`config.mk`:
```
export PLATFORM = sky130hd
export DESIGN_NAME = ddr3_wr_issue
export DESIGN_NICKNAME = d
export VERILOG_FILES = /design/src/rtl/ddr3_wr_issue_pkg.sv /design/src/rtl/ddr3_wr_issue_beat_buf.sv /design/src/rtl/ddr3_wr_issue.sv
export SDC_FILE = /design/constraint.sdc
export NUM_CORES = 1
export LEC_CHECK = 0
export CAP_MARGIN = 5
export CORE_MARGIN = 5
export CORE_UTILIZATION = 35
export CTS_CLUSTER_SIZE = 20
export DETAILED_ROUTE_END_ITERATION = 10
export PLACE_DENSITY = 0.6
export SLEW_MARGIN = 10
export SYNTH_ARGS = -nofsm -noshare
export SYNTH_HDL_FRONTEND = slang
export SYNTH_SLANG_ARGS = --single-unit
```
`constraint.sdc`:
```
create_clock -name clock -period 2.6 [get_ports clock]
set_clock_uncertainty 0.2 [all_clocks]
set_input_delay 0.65 -clock clock [delete_from_list [all_inputs] [get_ports clock]]
set_output_delay 0.65 -clock clock [all_outputs]
set_load 0.02 [all_outputs]
```
`src/rtl/ddr3_wr_issue_pkg.sv`:
```
// Shared definitions for the DDR3 BL8 write-issue block.
// Holds the burst geometry, FSM state encodings, AXI response codes and a
// small alignment helper used by the issue FSM.
package ddr3_wr_issue_pkg;

  localparam int unsigned BURST_BEATS = 4;
  localparam int unsigned CNT_W       = $clog2(BURST_BEATS);
  localparam logic [CNT_W-1:0] LAST_BEAT = CNT_W'(BURST_BEATS - 1);

  typedef enum logic [1:0] {
    ST_IDLE  = 2'd0,
    ST_FILL  = 2'd1,
    ST_REQ   = 2'd2,
    ST_DRAIN = 2'd3
  } state_e;

  localparam logic [1:0] AXI_RESP_OKAY   = 2'b00;
  localparam logic [1:0] AXI_RESP_EXOKAY = 2'b01;
  localparam logic [1:0] AXI_RESP_SLVERR = 2'b10;
  localparam logic [1:0] AXI_RESP_DECERR = 2'b11;

  // A BL8 of 4 x 32-bit beats covers 16 bytes, so commands must be 16-byte aligned.
  function automatic logic addr_misaligned(input logic [3:0] addr_lo);
    return addr_lo != 4'h0;
  endfunction

endpackage

```
`src/rtl/ddr3_wr_issue_beat_buf.sv`:
```
// bl8_beat_buf: 4-entry {strobe, data} register file for one BL8 burst.
// Ports: clock; wr_en/wr_idx/wr_strb/wr_data write side (registered);
// rd_idx/rd_strb/rd_data read side (asynchronous). Contents are not reset.
module bl8_beat_buf
  import ddr3_wr_issue_pkg::*;
#(
  parameter int unsigned WIDTH = 32,
  parameter int unsigned MASKS = WIDTH / 8
) (
  input  logic             clock,
  input  logic             wr_en,
  input  logic [CNT_W-1:0] wr_idx,
  input  logic [MASKS-1:0] wr_strb,
  input  logic [WIDTH-1:0] wr_data,
  input  logic [CNT_W-1:0] rd_idx,
  output logic [MASKS-1:0] rd_strb,
  output logic [WIDTH-1:0] rd_data
);

  logic [MASKS+WIDTH-1:0] mem_q [BURST_BEATS];

  // Beat storage; data path only, so no reset.
  always_ff @(posedge clock) begin
    if (wr_en) begin
      mem_q[wr_idx] <= {wr_strb, wr_data};
    end
  end

  assign {rd_strb, rd_data} = mem_q[rd_idx];

endmodule

```
`src/rtl/ddr3_wr_issue.sv`:
```
// ddr3_wr_issue: collects one BL8 write command plus its 4 data beats, then
// issues a single request to the DDR3 command FSM and lets the controller
// pull the buffered beats.
// Ports: clock/reset (sync, active-high); mem_store_i/mem_accept_o command
// port; mem_valid_i/mem_ready_o beat port; ddr_req_o/ddr_ack_i request
// handshake with addr/wrid/seq/last; ddr_wnext_i/ddr_wdata_o/ddr_wstrb_o
// data pull; err_o sticky protocol error.
module ddr3_wr_issue
  import ddr3_wr_issue_pkg::*;
#(
  parameter int unsigned ADDRS        = 32,
  parameter int unsigned WIDTH        = 32,
  parameter int unsigned MASKS        = WIDTH / 8,
  parameter int unsigned AXI_ID_WIDTH = 4
) (
  input  logic                    clock,
  input  logic                    reset,
  input  logic                    mem_store_i,
  output logic                    mem_accept_o,
  input  logic                    mem_wseq_i,
  input  logic [AXI_ID_WIDTH-1:0] mem_wrid_i,
  input  logic [ADDRS-1:0]        mem_addr_i,
  input  logic                    mem_valid_i,
  output logic                    mem_ready_o,
  input  logic                    mem_last_i,
  input  logic [MASKS-1:0]        mem_strb_i,
  input  logic [WIDTH-1:0]        mem_data_i,
  output logic                    ddr_req_o,
  input  logic                    ddr_ack_i,
  output logic [ADDRS-1:0]        ddr_addr_o,
  output logic [AXI_ID_WIDTH-1:0] ddr_wrid_o,
  output logic                    ddr_seq_o,
  output logic                    ddr_last_o,
  input  logic                    ddr_wnext_i,
  output logic [WIDTH-1:0]        ddr_wdata_o,
  output logic [MASKS-1:0]        ddr_wstrb_o,
  output logic                    err_o
);

  state_e                  state_q, state_d;
  logic [CNT_W-1:0]        wcnt_q, wcnt_d;
  logic [CNT_W-1:0]        rcnt_q, rcnt_d;
  logic [ADDRS-1:0]        addr_q, addr_d;
  logic [AXI_ID_WIDTH-1:0] wrid_q, wrid_d;
  logic                    seq_q, seq_d;
  logic                    last_q, last_d;
  logic                    err_q, err_d;
  logic                    buf_we;

  bl8_beat_buf #(
    .WIDTH (WIDTH),
    .MASKS (MASKS)
  ) u_buf (
    .clock   (clock),
    .wr_en   (buf_we),
    .wr_idx  (wcnt_q),
    .wr_strb (mem_strb_i),
    .wr_data (mem_data_i),
    .rd_idx  (rcnt_q),
    .rd_strb (ddr_wstrb_o),
    .rd_data (ddr_wdata_o)
  );

  // State and command registers.
  always_ff @(posedge clock) begin
    if (reset) begin
      state_q <= ST_IDLE;
      wcnt_q  <= '0;
      rcnt_q  <= '0;
      addr_q  <= '0;
      wrid_q  <= '0;
      seq_q   <= 1'b0;
      last_q  <= 1'b0;
      err_q   <= 1'b0;
    end else begin
      state_q <= state_d;
      wcnt_q  <= wcnt_d;
      rcnt_q  <= rcnt_d;
      addr_q  <= addr_d;
      wrid_q  <= wrid_d;
      seq_q   <= seq_d;
      last_q  <= last_d;
      err_q   <= err_d;
    end
  end

  // Next-state, handshakes and error detection.
  always_comb begin
    state_d      = state_q;
    wcnt_d       = wcnt_q;
    rcnt_d       = rcnt_q;
    addr_d       = addr_q;
    wrid_d       = wrid_q;
    seq_d        = seq_q;
    last_d       = last_q;
    err_d        = err_q;
    mem_accept_o = 1'b0;
    mem_ready_o  = 1'b0;
    buf_we       = 1'b0;

    unique case (state_q)
      ST_IDLE: begin
        mem_accept_o = mem_store_i;
        if (mem_store_i) begin
          addr_d  = mem_addr_i;
          wrid_d  = mem_wrid_i;
          seq_d   = mem_wseq_i;
          last_d  = 1'b0;
          wcnt_d  = '0;
          err_d   = err_q | addr_misaligned(mem_addr_i[3:0]);
          state_d = ST_FILL;
        end
      end
      ST_FILL: begin
        mem_ready_o = 1'b1;
        if (mem_valid_i) begin
          buf_we = 1'b1;
          last_d = last_q | mem_last_i;
          // A last marker is only legal on the final beat of the burst.
          err_d  = err_q | (mem_last_i & (wcnt_q != LAST_BEAT));
          wcnt_d = CNT_W'(wcnt_q + 1'b1);
          if (wcnt_q == LAST_BEAT) begin
            state_d = ST_REQ;
          end
        end
      end
      ST_REQ: begin
        if (ddr_ack_i) begin
          rcnt_d  = '0;
          state_d = ST_DRAIN;
        end
      end
      ST_DRAIN: begin
        // Exit on the 4th pull, so an over-pull can never reach the counter.
        if (ddr_wnext_i) begin
          rcnt_d = CNT_W'(rcnt_q + 1'b1);
          if (rcnt_q == LAST_BEAT) begin
            state_d = ST_IDLE;
          end
        end
      end
      default: state_d = ST_IDLE;
    endcase

    // Nothing is taken in during the reset cycle.
    if (reset) begin
      mem_accept_o = 1'b0;
      mem_ready_o  = 1'b0;
      buf_we       = 1'b0;
    end
  end

  assign ddr_req_o  = (state_q == ST_REQ);
  assign ddr_addr_o = addr_q;
  assign ddr_wrid_o = wrid_q;
  assign ddr_seq_o  = seq_q;
  assign ddr_last_o = last_q;
  assign err_o      = err_q;

endmodule

```
==> flow_metrics.tcl, run 1 <==
set metrics [dict create \
    die_h_um 152 \
    synth_top_family_by_area "multiplexers" \
    fin_cells 890 \
    synth-adder-area-share_pct 2.12 \
    syn_nets 517 \
    intPower_mw 5.54 \
    wire_per_inst_um 17.2 \
    cellLeakagePower_nw 3.35 \
    grt_pass1_vias 4525 \
    cp_cell_sequence "bufbuf_16 -> mux4_2 -> buf_6" \
    grt_pass1_wl_mm 24.3 \
    start_util_pct 35.3 \
    drv_cap 0 \
    yosysMostFrequentCell "edfxtp_1" \
    synth_top_cell_area_share_pct 60.9 \
    worst_setup_path_end_kind "output pin" \
    synthFlopType "edfxtp_1" \
    fin_crit_ns 2.61 \
    drc_errors 0 \
    numCtsBuffers 17 \
    vias 4179 \
    status "finished, violations left" \
    fin_ws_ns -0.00853 \
    clk_latency_ns 0.42 \
    regArea_um2 5270 \
    fin_tns_setup_ns -0.0159 \
    synth-edff-count 144 \
    synth_area_leader_cell "edfxtp_1" \
    crit_slowest_cell "mux4_2" \
    synth_area_um2 7100 \
    antenna_found_initial 0 \
    fmax_mhz 383 \
    dp_cells 849 \
    ff2ff_setup_slack_ns 0.46 \
    synth_compound_area_share_pct 4.09 \
    critical_path_arrival_ns 1.76 \
    min_period_over_period_pct 100 \
    io_buffers 157 \
    critPathKind "flip-flop to output pin" \
    worst_pin_slew_ns 0.387 \
    hold_start "ddr_wrid_o[2]" \
    r2r_end "state_q[0]" \
    die_w_um 152 \
    grt.overflow.total 0 \
    grt_max_degree 39 \
    endpoint "ddr_wdata_o[20]" \
    cts_hold_buf 0 \
    cts_root_buffer "clkbuf_16" \
    cts_tree "built" \
    dr.pass1.iters 4 \
    grt_util_all_layers_pct 13.2 \
    yosys-top-cells-area "edfxtp_1 61%, dfxtp_1 13%, mux4_2 11%, nand2_1 4.0%, a21oi_1 3.0%" \
    powerDensity_nw_per_um2 782 \
    synth-seq-area-share_pct 74.2 \
    peakVddDrop_mv 0.455 \
    drive_above_1_share_pct 22.3 \
    final_hold_viol_count 0 \
    hpwl_mm 9.80 \
    fin_nets 700 \
    area_growth_pct 38.8 \
    multi_input_area_um2 1710 \
    r2r_cells 6 \
    htreeDepth 4 \
    setup_viol 4 \
    synthMuxAreaShare_pct 11.6 \
    slew_violations 0 \
    p_clk_share_pct 31.6 \
    core_um2 20100 \
    cpPeakStageDelay_ns 0.51 \
    num_io_pins 158 \
    cp_max_fo 6 \
    yosys_warnings 0 \
    synthTopCellsByCount "144 x edfxtp_1, 76 x nand2_1, 47 x dfxtp_1, 42 x a21oi_1, 36 x mux4_2" \
    hold_class "flip-flop to flip-flop" \
    clk_pin_slew_worst_paths_ns 0.07 \
    finish.utilization_pct 49.0 \
    violations "setup timing" \
    slew_headroom_pct 74.2 \
    syn-instance-count 425 \
    synth-simple-area-share_pct 6.10 \
    place.gp.congestion 0.794 \
    synthXorXnorAreaFrac_pct 0.123 \
    p_switching_mw 2.16 \
    swShare_pct 28.0 \
    pwr-share-comb_pct 21.7 \
    fillers 1666 \
    drt_iter0_markers 126 \
    die_area_um2 23200 \
    cp-start-kind "flip-flop" \
    ys_ff_latch 191 \
    detail-route-antenna-nets 0 \
    cts_buffer_depth 2 \
    seqPwrFrac_pct 46.7 \
    rsz0062_at_grt "yes" \
    avgSynthCellArea_um2 16.7 \
    rows 52 \
    clock_sinks 191 \
    routed_via_density 4.70 \
    routed_wl_mm 15.3 \
    async_reset_ff_share_pct 0 \
    worstPathRequired_ns 1.75 \
    yosys.cell_types.count 32 \
    n_antenna_cell 0 \
    timing.rr.start "state_q[1]" \
]
-- through the flow --
| step | instance area, um^2 | setup WS (ns) | total power [mW] | hold slack, ns |
|---|---|---|---|---|
| after CTS | 9710 | -0.0975 | 7.74 | 0.258 |
| after detailed placement | 9150 | -0.225 | 5.32 | 0.250 |
| after floorplan | 7100 | 0.160 | 4.53 | 0.283 |
| after global placement | 9150 | -0.224 | 5.29 | 0.242 |
| after global routing | 9850 | -0.0919 | 8.08 | 0.276 |
| final | 9850 | -0.00853 | 7.70 | 0.256 |
-- flip-flops by register name, summed over array words and instances, names as in the netlist, named ones only --
name,cells
u_buf.mem_q,144
rcnt_q,2
ddr_addr_o,32
err_o,1
wcnt_q,2
state_q,2
ddr_wrid_o,4
ddr_last_o,1
ddr_seq_o,1
-- kinds of logic after synthesis --
family | Yosys count
XOR/XNOR | 1
multiplexers | 37
adder cells (fa/ha/maj) | 12
flip-flops | 191
buffers and inverters | 29
AO/OA/AOI/OAI | 54
AND/OR/NAND/NOR | 101
-- cells in the final DEF (no fill, tap or decap), drive strengths merged, types with 2 or more instances in the layout --
cell type / instances
ha: 12
o21ai: 6
nand2: 76
inv: 12
buf: 63
clkinvlp: 2
dfxtp: 47
clkdlybuf4s50: 118
mux4: 36
edfxtp: 144
nand3: 3
clkbuf: 18
nor2b: 3
a21oi: 42
clkinv: 8
and2b: 2
and3: 5
nor2: 7
-- cell type report --
type / count / share of cell area (%)
flip-flops and latches: 191 / 53.5
clock inverters: 14 / 1.37
repair buffers: 185 / 19.7
multi-input cells: 205 / 17.3
clock buffers: 17 / 4.32
well taps: 270 / 3.43
inverters: 8 / 0.305
-- power by group through the flow --
stage / logic [mW] / clock network [mW] / registers, mW
finish: 1.67 / 2.44 / 3.60
floorplan: 0.735 / 0 / 3.79
global route: 1.82 / 2.64 / 3.62
global placement: 1.64 / 0 / 3.65
CTS: 1.65 / 2.50 / 3.60
detailed placement: 1.65 / 0 / 3.66
-- repair_timing --
| action | in CTS | in global routing |
|---|---|---|
| gates cloned | 3 | 0 |
| setup endpoints to repair | 39 | 32 |
| setup buffers | 6 | 3 |
| resized for setup | 157 | 50 |
-- worst min-delay path by stage --
stage,endpoint,slack (ns),cells after the start
after global placement,ddr_addr_o[16],0.24,2
after detailed placement,ddr_addr_o[13],0.25,2
after floorplan,wcnt_q[1],0.28,2
after global routing,ddr_addr_o[10],0.28,2
after CTS,ddr_wrid_o[2],0.26,2
final,ddr_wrid_o[2],0.26,2
-- per-layer routing --
metal / global-route usage [%] / wire length, um / vias to the layer above
li1: - / - / 1966
met1: 16.4 / 6600 / 2062
met2: 21.2 / 7220 / 143
met3: 6.36 / 1370 / 8
met4: 3.08 / 111 / 0
met5: 0 / 0 / -
-- worst max-delay path, delay by kind of cell, from the launching register on --
family	cells	cell delay (ns)
buf+inv	2	0.44
mux	1	0.51
flops	1	0.40
(Power assumes the default switching activity.)
==> run 2, diff against run 1 <==
Settings changed: CORE_ASPECT_RATIO set to 0.7.
==> flow_metrics.tcl, run 2 (synthesis results as in run 1) <==
set metrics [dict create \
    start_util_pct 35.7 \
    cts_tree "built" \
    dr.pass1.iters 4 \
    multi_input_area_um2 1710 \
    cp_cell_sequence "buf_12 -> buf_16 -> buf_6 -> mux4_2 -> buf_6" \
    io_buffers 157 \
    fin_cells 899 \
    cts_root_buffer "clkbuf_16" \
    fin_ws_ns -0.0664 \
    hpwl_mm 10.5 \
    fmax_mhz 375 \
    grt_pass1_wl_mm 25.1 \
    worstPathRequired_ns 1.75 \
    drv_cap 0 \
    mostFrequentLayoutCells "144 x edfxtp_1, 118 x clkdlybuf4s50_1, 76 x nand2_1" \
    grt.overflow.total 0 \
    setup_viol 13 \
    hold_start "ddr_addr_o[16]" \
    cp_common_cell "buf_6" \
    largest_reg_flops 144 \
    n_antenna_cell 0 \
    grt_util_all_layers_pct 13.9 \
    status "finished, violations left" \
    regArea_um2 5270 \
    routed_wl_mm 15.9 \
    dp_cells 850 \
    peakVddDrop_mv 0.372 \
    clk_latency_ns 0.41 \
    rsz0062_at_grt "yes" \
    clk_pin_slew_worst_paths_ns 0.07 \
    cellLeakagePower_nw 3.43 \
    num_io_pins 158 \
    wire_per_inst_um 17.7 \
    htreeDepth 4 \
    core_um2 19900 \
    powerDensity_nw_per_um2 783 \
    layout_commonest_cell "edfxtp_1" \
    die_w_um 180 \
    routed_via_density 4.68 \
    finish.utilization_pct 50.5 \
    worst_setup_path_end_kind "output pin" \
    slew_headroom_pct 74.6 \
    slew_violations 0 \
    clock_sinks 191 \
    final_hold_viol_count 0 \
    cts_buffer_depth 2 \
    cpPeakStageDelay_ns 0.50 \
    violations "setup timing" \
    rows 43 \
    critical_path_arrival_ns 1.82 \
    grt_max_degree 39 \
    antenna_found_initial 0 \
    hold_class "flip-flop to flip-flop" \
    vias 4205 \
    drc_errors 0 \
    fillers 1642 \
    fin_nets 709 \
    die_h_um 129 \
    numCtsBuffers 17 \
    crit_slowest_cell "mux4_2" \
    place.gp.congestion 0.744 \
    cts_hold_buf 0 \
    fin_crit_ns 2.67 \
    worst_pin_slew_ns 0.377 \
    timing.rr.start "state_q[0]" \
    cp_max_fo 6 \
    cp-start-kind "flip-flop" \
    detail-route-antenna-nets 0 \
    die_area_um2 23300 \
    area_growth_pct 41.4 \
    regMostFlops "u_buf.mem_q" \
    drive_above_1_share_pct 23.4 \
    critPathKind "flip-flop to output pin" \
    drt_iter0_markers 231 \
    min_period_over_period_pct 103 \
    grt_pass1_vias 4534 \
]
## run 2: area by class of cell
type,instances,area share (%)
Clock buffer,18,4.28
Clock inverter,13,1.63
Inverter,8,0.299
Multi-Input combinational cell,205,17.0
Sequential cell,191,52.5
Tap cell,270,3.37
Timing Repair Buffer,194,20.9
## run 2: per-layer routing
layer | vias up | routed length (um) | GRT usage (%)
met5 | - | 0 | 0
li1 | 1982 | - | -
met1 | 2088 | 7330 | 18.6
met2 | 120 | 7320 | 22.1
met3 | 15 | 1100 | 4.99
met4 | 0 | 153 | 3.07
## run 2: worst paths after layout
path	end	slack, ns	depth (start not counted)
setup reg to reg	state_q[0]	0.40	6
setup / recovery	ddr_wdata_o[10]	-0.07	5
hold reg to reg	ddr_addr_o[16]	0.25	2
hold / removal	ddr_addr_o[16]	0.25	2
## run 2: critical path, delay by kind of cell, from the launching register on
family   cells  cell delay (ns)
mux          1             0.50
flops        1             0.39
buf+inv      4             0.51
## run 2: where the power goes
part	switching (mW)	total, mW	internal [mW]
Clock	1.09	2.61	1.51
Combinational	0.875	1.65	0.778
Sequential	0.106	3.60	3.49
Total	2.07	7.86	5.79
## run 2: repair_timing
| action | CTS | global route |
|---|---|---|
| gates resized for setup | 201 | 22 |
| gates cloned | 3 | 0 |
| setup buffers | 11 | 8 |
| setup endpoints to repair | 39 | 32 |
## run 2: per-stage QoR
step                      total power, mW  setup slack [ns]  setup TNS (ns)  hold WS, ns  instance area, um^2
after global placement               5.24            -0.253          -0.500        0.242                 9200
final                                7.86           -0.0664          -0.486        0.254                10000
after floorplan                      4.53             0.160               0        0.283                 7100
after global routing                 8.24            -0.124           -1.63        0.279                10000
after CTS                            7.93            -0.134           -1.04        0.257                 9970
after detailed placement             5.28            -0.269          -0.524        0.248                 9200
==> run 3, diff against run 2 <==
Settings changed: ABC_CLOCK_PERIOD_IN_PS set to 2600, CORE_UTILIZATION 35 to 33, PLACE_DENSITY 0.6 to 0.57.
==> flow_metrics.tcl, run 3 (synthesis results as in run 1) <==
set metrics [dict create \
    endpoint "ddr_wdata_o[24]" \
    worstPathRequired_ns 1.75 \
    drc_errors 0 \
    mostFrequentLayoutCells "144 x edfxtp_1, 118 x clkdlybuf4s50_1, 76 x nand2_1" \
    grt_use_met1_pct 15.6 \
    cp-start-kind "flip-flop" \
    met2_usage_pct 21.1 \
    fmax_mhz 383 \
    finish.utilization_pct 46.9 \
    hold_class "flip-flop to flip-flop" \
    whs_ns 0.255 \
    rows 44 \
    die_w_um 185 \
    grt_pass1_wl_mm 24.0 \
    powerDensity_nw_per_um2 787 \
    drt_iter0_markers 198 \
    htreeDepth 4 \
    busiest_layer "met2" \
    cts_tree "built" \
    grt_max_degree 39 \
    cp_max_fo 6 \
    num_io_pins 158 \
    vias 4129 \
    r2r_cells 7 \
    start_util_pct 33.9 \
    largest_reg_flops 144 \
    violations "setup timing" \
    antenna_found_initial 1 \
    clk_latency_ns 0.41 \
    worst_setup_path_end_kind "output pin" \
    peakVddDrop_mv 0.349 \
    layout_commonest_cell "edfxtp_1" \
    routed_wl_mm 15.7 \
    slew_violations 0 \
    wire_per_inst_um 17.6 \
    clk_pin_slew_worst_paths_ns 0.08 \
    grt_pass1_vias 4440 \
    slew_headroom_pct 73.4 \
    rsz0062_at_grt "yes" \
    cts_hold_buf 0 \
    clock_sinks 191 \
    p_total_mw 7.73 \
    timing.rr.start "state_q[0]" \
    worst_pin_slew_ns 0.398 \
    status "finished, violations left" \
    die_h_um 133 \
    min_period_over_period_pct 100 \
    dr.pass1.iters 6 \
    r2r_end "state_q[0]" \
    final_hold_viol_count 0 \
    n_antenna_cell 0 \
    cellLeakagePower_nw 3.33 \
    fin_nets 699 \
    fin_tns_setup_ns -0.0469 \
    core_um2 20900 \
    place.gp.congestion 0.770 \
    cts_root_buffer "clkbuf_16" \
    critPathKind "flip-flop to output pin" \
    detail-route-antenna-nets 0 \
    grt.overflow.total 0 \
    use_met3_pct 5.38 \
    numCtsBuffers 17 \
    area_growth_pct 38.3 \
    critical_path_arrival_ns 1.76 \
    drv_cap 0 \
    fin_ws_ns -0.0103 \
    setup_viol 10 \
    grt_util_all_layers_pct 12.8 \
    drive_above_1_share_pct 22.6 \
    io_buffers 157 \
    cts_buffer_depth 2 \
    post-place-ws_ns -0.301 \
    die_area_um2 24600 \
    fin_crit_ns 2.61 \
    ff2ff_setup_slack_ns 0.39 \
    routed_via_density 4.61 \
    regMostFlops "u_buf.mem_q" \
    hpwl_mm 10.6 \
]
==> run 3: cell count changes in the layout (fill, tap and decap cells not counted), sizes merged <==
cell and delta:
clkdlybuf4s15 +1, clkinvlp +1, buf -17, bufinv -3
clkbuf +5, inv +4
==> run 3: area by class of cell <==
class / count / area (um^2)
clock buffers: 17 / 425
clock inverters: 15 / 154
fillers: 1826 / 11100
inverters: 8 / 30.0
multi-input cells: 205 / 1710
flip-flops and latches: 191 / 5270
well taps: 276 / 345
repair buffers: 184 / 1880
==> run 3: worst min-delay path by stage <==
stage	start	to	slack [ns]	depth (start not counted)
after floorplan	wcnt_q[1]	wcnt_q[1]	0.28	2
after global placement	ddr_addr_o[12]	ddr_addr_o[12]	0.24	2
after detailed placement	ddr_addr_o[31]	ddr_addr_o[31]	0.25	2
after CTS	ddr_addr_o[14]	ddr_addr_o[14]	0.26	2
after global routing	ddr_addr_o[31]	ddr_addr_o[31]	0.28	2
final	ddr_addr_o[6]	ddr_addr_o[6]	0.25	2
==> run 3: worst max-delay path, cell delays in order, from the launching register on <==
cell	delay, ns
dfxtp_4	0.39
buf_12	0.14
buf_16	0.13
mux4_2	0.51
buf_2	0.18
==> run 3: where the power goes <==
group          leakage, nW  total [mW]  switching, mW  internal, mW
sequential            1.68        3.60          0.105          3.49
clock                0.271        2.50           1.22          1.28
combinational         1.38        1.64          0.882         0.754
total                 3.33        7.73           2.21          5.53
==> run 3: through the flow <==
| stage | std cells | cell area (um^2) |
|---|---|---|
| finish | 896 | 9820 |
| global route | 896 | 9820 |
| CTS | 892 | 9670 |
| detailed placement | 860 | 9220 |
| global placement | 860 | 9220 |
| floorplan | 425 | 7100 |
==> run 3: what timing repair did <==
action,in CTS,in global routing
buffers inserted,0,1
resized for setup,130,53
setup endpoints to repair,39,34
gates cloned,0,3
==> run 3: routing by layer <==
metal  vias to the layer above  share of wire (%)
li1                       1969                  -
met2                       101                 49
met3                        12                7.6
met5                         -              0.057
met4                         2               0.93
met1                      2045                 42
